**src/rtl/matrix_mac_engine.sv**
```systemverilog
// Captures streamed A/B matrices and computes C = A*B with one MAC per cycle, emitting C row-major.
// Optional MATMUL_SAT_EN: saturate results wider than DW and expose a sticky ovf flag.
module matrix_mac_engine #(
    parameter int DW   = 32,
    parameter int MAXD = 8
) (
    input  logic          clk,
    input  logic          reset_n,
    input  logic [4:0]    a1,
    input  logic [4:0]    a2,
    input  logic [4:0]    a3,
    input  logic [3:0]    row,
    input  logic [3:0]    col,
    input  logic [DW-1:0] data,
    input  logic          readA,
    input  logic          readB,
    input  logic          read_done,
    output logic          c_valid,
    input  logic          c_ready,
    output logic [3:0]    c_row,
    output logic [3:0]    c_col,
    output logic [DW-1:0] c_data,
    output logic          busy,
    output logic          done,
`ifdef MATMUL_SAT_EN
    output logic          ovf,
`endif
    output logic          err
);

    localparam int IW = (MAXD > 1) ? $clog2(MAXD) : 1;
    localparam int AW = 2 * DW;

    typedef enum logic [1:0] {
        IDLE,
        CALC,
        OUT,
        DONE
    } state_t;

    state_t state_q, state_d;

    logic [DW-1:0] a_mem [MAXD][MAXD];
    logic [DW-1:0] b_mem [MAXD][MAXD];

    logic [4:0]    a1_q, a2_q, a3_q;
    logic [IW-1:0] i_q, j_q, k_q;
    logic [AW-1:0] acc_q, prod, acc_sum;
    logic [DW-1:0] result;
    logic          dims_ok, load_ok, last_k, last_j, last_i, handshake;

    assign dims_ok = (a1 != 5'd0) && (int'(a1) <= MAXD) &&
                     (a2 != 5'd0) && (int'(a2) <= MAXD) &&
                     (a3 != 5'd0) && (int'(a3) <= MAXD);
    assign load_ok = (state_q == IDLE) && (int'(row) < MAXD) && (int'(col) < MAXD);

    assign prod      = AW'(a_mem[i_q][k_q]) * AW'(b_mem[k_q][j_q]);
    assign acc_sum   = acc_q + prod;
    assign last_k    = (5'(k_q) == a2_q - 5'd1);
    assign last_j    = (5'(j_q) == a3_q - 5'd1);
    assign last_i    = (5'(i_q) == a1_q - 5'd1);
    assign handshake = c_valid && c_ready;

`ifdef MATMUL_SAT_EN
    assign result = (acc_sum[AW-1:DW] != '0) ? {DW{1'b1}} : acc_sum[DW-1:0];
`else
    assign result = acc_sum[DW-1:0];
`endif

    // Operand storage has no reset; writes are only honoured while idle so a job sees frozen data.
    always_ff @(posedge clk) begin
        if (load_ok) begin
            if (readA) a_mem[row[IW-1:0]][col[IW-1:0]] <= data;
            if (readB) b_mem[row[IW-1:0]][col[IW-1:0]] <= data;
        end
    end

    always_ff @(posedge clk) begin
        if (!reset_n) state_q <= IDLE;
        else          state_q <= state_d;
    end

    always_comb begin
        state_d = state_q;
        busy    = 1'b0;
        done    = 1'b0;
        case (state_q)
            IDLE: if (read_done) state_d = dims_ok ? CALC : DONE;
            CALC: begin
                busy = 1'b1;
                if (last_k) state_d = OUT;
            end
            OUT: begin
                busy = 1'b1;
                if (handshake) state_d = (last_i && last_j) ? DONE : CALC;
            end
            DONE: begin
                done    = 1'b1;
                state_d = IDLE;
            end
            default: state_d = IDLE;
        endcase
    end

    // Index counters, accumulator and the registered result stream.
    always_ff @(posedge clk) begin
        if (!reset_n) begin
            a1_q    <= '0;
            a2_q    <= '0;
            a3_q    <= '0;
            i_q     <= '0;
            j_q     <= '0;
            k_q     <= '0;
            acc_q   <= '0;
            c_valid <= 1'b0;
            c_row   <= '0;
            c_col   <= '0;
            c_data  <= '0;
            err     <= 1'b0;
`ifdef MATMUL_SAT_EN
            ovf     <= 1'b0;
`endif
        end else begin
            case (state_q)
                IDLE: begin
                    if (read_done) begin
                        a1_q <= a1;
                        a2_q <= a2;
                        a3_q <= a3;
`ifdef MATMUL_SAT_EN
                        ovf  <= 1'b0;
`endif
                        if (!dims_ok) begin
                            err <= 1'b1;
                        end else begin
                            err   <= 1'b0;
                            i_q   <= '0;
                            j_q   <= '0;
                            k_q   <= '0;
                            acc_q <= '0;
                        end
                    end
                end
                CALC: begin
                    acc_q <= acc_sum;
                    k_q   <= k_q + 1'b1;
                    if (last_k) begin
                        c_data  <= result;
                        c_row   <= 4'(i_q);
                        c_col   <= 4'(j_q);
                        c_valid <= 1'b1;
`ifdef MATMUL_SAT_EN
                        if (acc_sum[AW-1:DW] != '0) ovf <= 1'b1;
`endif
                    end
                end
                OUT: begin
                    if (handshake) begin
                        c_valid <= 1'b0;
                        if (last_j) begin
                            j_q <= '0;
                            i_q <= i_q + 1'b1;
                        end else begin
                            j_q <= j_q + 1'b1;
                        end
                        if (!(last_i && last_j)) begin
                            k_q   <= '0;
                            acc_q <= '0;
                        end
                    end
                end
                default: ;
            endcase
        end
    end

endmodule

```
**config.mk**
```make
export PLATFORM = sky130hd
export DESIGN_NAME = matrix_mac_engine
export DESIGN_NICKNAME = d
export VERILOG_FILES = /design/src/rtl/matrix_mac_engine.sv
export SDC_FILE = /design/constraint.sdc
export NUM_CORES = 2
export LEC_CHECK = 0
export BUFFER_PORTS_ARGS = -buffer_cell sky130_fd_sc_hd__buf_2
export CAP_MARGIN = 40
export CORE_ASPECT_RATIO = 1.2
export CORE_MARGIN = 4
export CORE_UTILIZATION = 35
export CTS_BUF_LIST = sky130_fd_sc_hd__clkbuf_16
export DETAILED_ROUTE_END_ITERATION = 12
export PLACE_DENSITY = 0.45
export SLEW_MARGIN = 5
export SYNTH_ARGS = -nofsm -noshare
export SYNTH_HDL_FRONTEND = slang
export SYNTH_SLANG_ARGS = --single-unit
```
**constraint.sdc**
```tcl
create_clock -name clk -period 20.4 [get_ports clk]
set_input_delay 1.02 -clock clk [delete_from_list [all_inputs] [get_ports clk]]
set_output_delay 1.02 -clock clk [all_outputs]
set_load 0.02 [all_outputs]
```
==> summary.md <==
| Metric | Value |
|---|---|
| Status | completed |
| RD Place Congestion | 0.829 |
| Longest Clk Path Bufs | 4 |
| Vias per cell | 5.43 |
| Min-Delay Path Depth | 1 |
| Combinational family with the most area after synthesis | multiplexers |
| Endpoints failing hold | 0 |
| Max Freq | 79.2 MHz |
| Slew HR | 0.316 |
| Root Driver | clkbuf_16 |
| Port bufs | 102 |
| Met2 usage | 0.354 |
| CORE AREA | 506000 sq um |
| CP dominant cell by count | fa_1 |
| First-pass GRT wire length | 780000 um |
| Vias in the first global route | 93242 |
| Layout Area Growth over Synthesis | 14.2% |
| Boundary Pins | 105 |
| Crit path max-delay family | adder cells |
| Skew-Pair Late Insertion Delay | 1050 ps |
| TritonCTS Buffers | 435 |
| Clock sinks | 4200 |
| Clock Skew | 34.8 ps |
| Number of synthesized flops with an enable pin | 4096 |
| Via count | 88508 |
| Die Height | 789 um |
| Synth unique cells | 87 |
| Slew @ Worst Pin | 1030 ps |
| Yosys Warn Count | 0 |
| Final hold slack | 189 ps |
| CP Depth | 35 |
| Num rows | 286 |
| Layout cells sized above 1 | 0.264 |
| Initial Util | 0.352 |
| Seq cells post-synth | 4200 |
| Post_cts resized | 0 |
| DR DRC count | 0 |
| Routed Antenna Nets | 0 |
| RSZ-0062 raised after global routing | no |
| Total of max-cap violations | 0 |
| CP endpoint kind | flop |
| Final Critical Period | 12630 ps |
| Met1 Use GR | 0.306 |
| Drt wl/cell | 34.6 um |
| Initial antenna violation count | 58 |
| CP max-delay cell | buf_4 |
| Final std cells w/o fill | 16302 |
| Tot GR Track Use | 0.216 |
| Synth Flop Type | edfxtp_1 |
| Postcts setup bufs | 0 |
| Remaining Overflow, GRT | 0 |
| Utilization after layout | 0.402 |
| DP HPWL | 342000 um |
| Synth Area in Compound Gates | 0.0131 |
| Final wirelength | 565000 um |
| Critical path arrival | 13590 ps |
| Dpl cells | 15466 |
| Worst setup path class | flop to flop |
| CP Max Fanout | 78 |
| # H-tree levels | 5 |
| Avg Inst Size Synth | 20.6 sq um |
| Worst path bufs/invs | 11 |
| Final Max Tran Viols | 0 |
| Most Crowded Layer GR | met2 |
| Sequential area share after synthesis | 0.703 |
| Drt initial violations | 9643 |
| Synth Area in Simple Gates | 0.0280 |
| CTS Hold Buffers Added | 0 |
| Startpoint class of the critical path | flop |
| Crit-path max cell delay | 710 ps |
| Full die area | 520000 sq um |
| Post-synthesis instance total | 8638 |
| Chip width | 659 um |
| Synth Area in Adders | 0.0588 |
| Ys async rst share | 0 |
| CTS clock-pin slew for the worst setup and hold paths | 60 ps |
| Post-synthesis mux area share | 0.164 |
| Final net count | 9779 |
| Mapped Area | 178000 sq um |
| Hold WC Path Type | primary input to flop |
| Xor/xnor share of the synthesized area | 0.00524 |
| Pin count of the biggest net entering global routing | 93 |
| Drt pass-1 iters | 5 |
| Final setup violation count | 0 |
| TritonCTS clock tree | done |
| Met3 usage | 0.0321 |
| Setup tns final | 0 ps |
| WP data required | 21360 ps |
| Fin crit share | 0.619 |
| Worst-case reg-to-reg path depth | 35 |
## worst paths after layout
path             from             to  slack, ps
max reg2reg      flop      acc_q[31]       7770
max              flop      acc_q[31]       7770
min reg2reg  acc_q[2]       acc_q[2]        470
min           data[0]  b_mem[2][224]        190
## state kept, by name (all words and copies together) (netlist names), named ones only
register  count
k_q           3
acc_q        32
b_mem      2048
c_valid       1
state_q       2
a2_q          5
i_q           3
c_row         3
a_mem      2048
j_q           3
c_data       32
err           1
a3_q          5
c_col         3
a1_q          5
## kinds of logic (layout without fill, tap and decap cells)
group	after synthesis	after routing
DFF	4200	4200
muxes	1370	1370
and+or+nand+nor	1084	1084
buffers and inverters	971	1837
adders and majority gates	573	573
AOI/OAI and AO/OA	339	339
xor gates and xnor gates	100	100
other	1	31
## cell usage after synthesis, types with 11 or more instances
cell	n	area (sq um)
buf_4	56	420
and2_1	30	188
buf_6	70	788
buf_2	100	500
a22oi_1	29	218
nor3_1	18	90.1
buf_8	14	210
nor2b_1	116	726
o21ai_0	45	225
o22ai_1	11	68.8
a211oi_1	21	158
buf_12	14	280
or2_2	38	238
nand2_1	297	1110
nor2_1	408	1530
mux4_2	1187	26700
a21boi_0	35	263
xnor2_1	77	674
nand3_1	36	180
a21o_1	13	97.6
nand2b_1	100	626
clkbuf_1	156	586
dfxtp_1	104	2080
o221ai_1	13	114
inv_1	524	1970
a31oi_1	14	87.6
fa_1	438	8770
mux2_2	20	225
a21oi_1	76	380
ha_1	135	1690
mux2i_1	126	1260
buf_1	24	90.1
mux4_1	37	972
edfxtp_1	4096	123000
xor2_1	18	158
## worst reg2reg max path, delay by kind of cell, from the launching register on
family | cells | cell delay, ps
mux | 2 | 1090
fa+ha+maj | 9 | 4510
simple gates | 5 | 990
compound gates | 7 | 1660
buf+inv | 11 | 3380
flops | 1 | 690
xor+xnor | 1 | 250
## stage by stage
step | cell area [sq um] | setup slack (ps)
6_report | 203000 | 7770
5_1_grt | 203000 | 6910
4_1_cts | 203000 | 7520
3_5_place_dp | 189000 | 7570
3_3_place_gp | 188000 | 7490
2_1_floorplan | 178000 | 10790
## metal layers
| layer | routed length, um | vias to the layer above | part of all wire |
|---|---|---|---|
| met2 | 274000 | 2772 | 0.49 |
| li1 | - | 35395 | - |
| met3 | 32900 | 612 | 0.058 |
| met1 | 245000 | 49717 | 0.43 |
| met4 | 13100 | 12 | 0.023 |
| met5 | 75 | - | 0.00013 |
## layout by cell type, fill, tap and decap left out, types with 38 or more instances in the layout
cell type  count
a21oi_1       73
buf_2         76
buf_4        359
clkbuf_16    443
clkinv_1     128
clkinv_2      55
dfxtp_1       92
edfxtp_1    4096
fa_1         438
ha_1         135
inv_1        628
mux2i_1      126
mux4_2      1187
nand2_1      295
nand2b_1     100
nor2_1       280
nor2_4       128
nor2b_1      116
o21ai_0       42
or2_2         38
xnor2_1       77
## layout make-up
type	count	area [sq um]
timing repair buffer	506	4680
clock inverter	354	2610
sequential	4200	125000
inverter	534	2030
multi-input combinational	3468	49200
clock buffer	443	11100
antenna	29	72.6
tap	6768	8470
fill	45227	303000
Power is left out: the tool's default activity adds up to more than one toggle a clock period on the data nets, which glitch-free logic cannot reach.
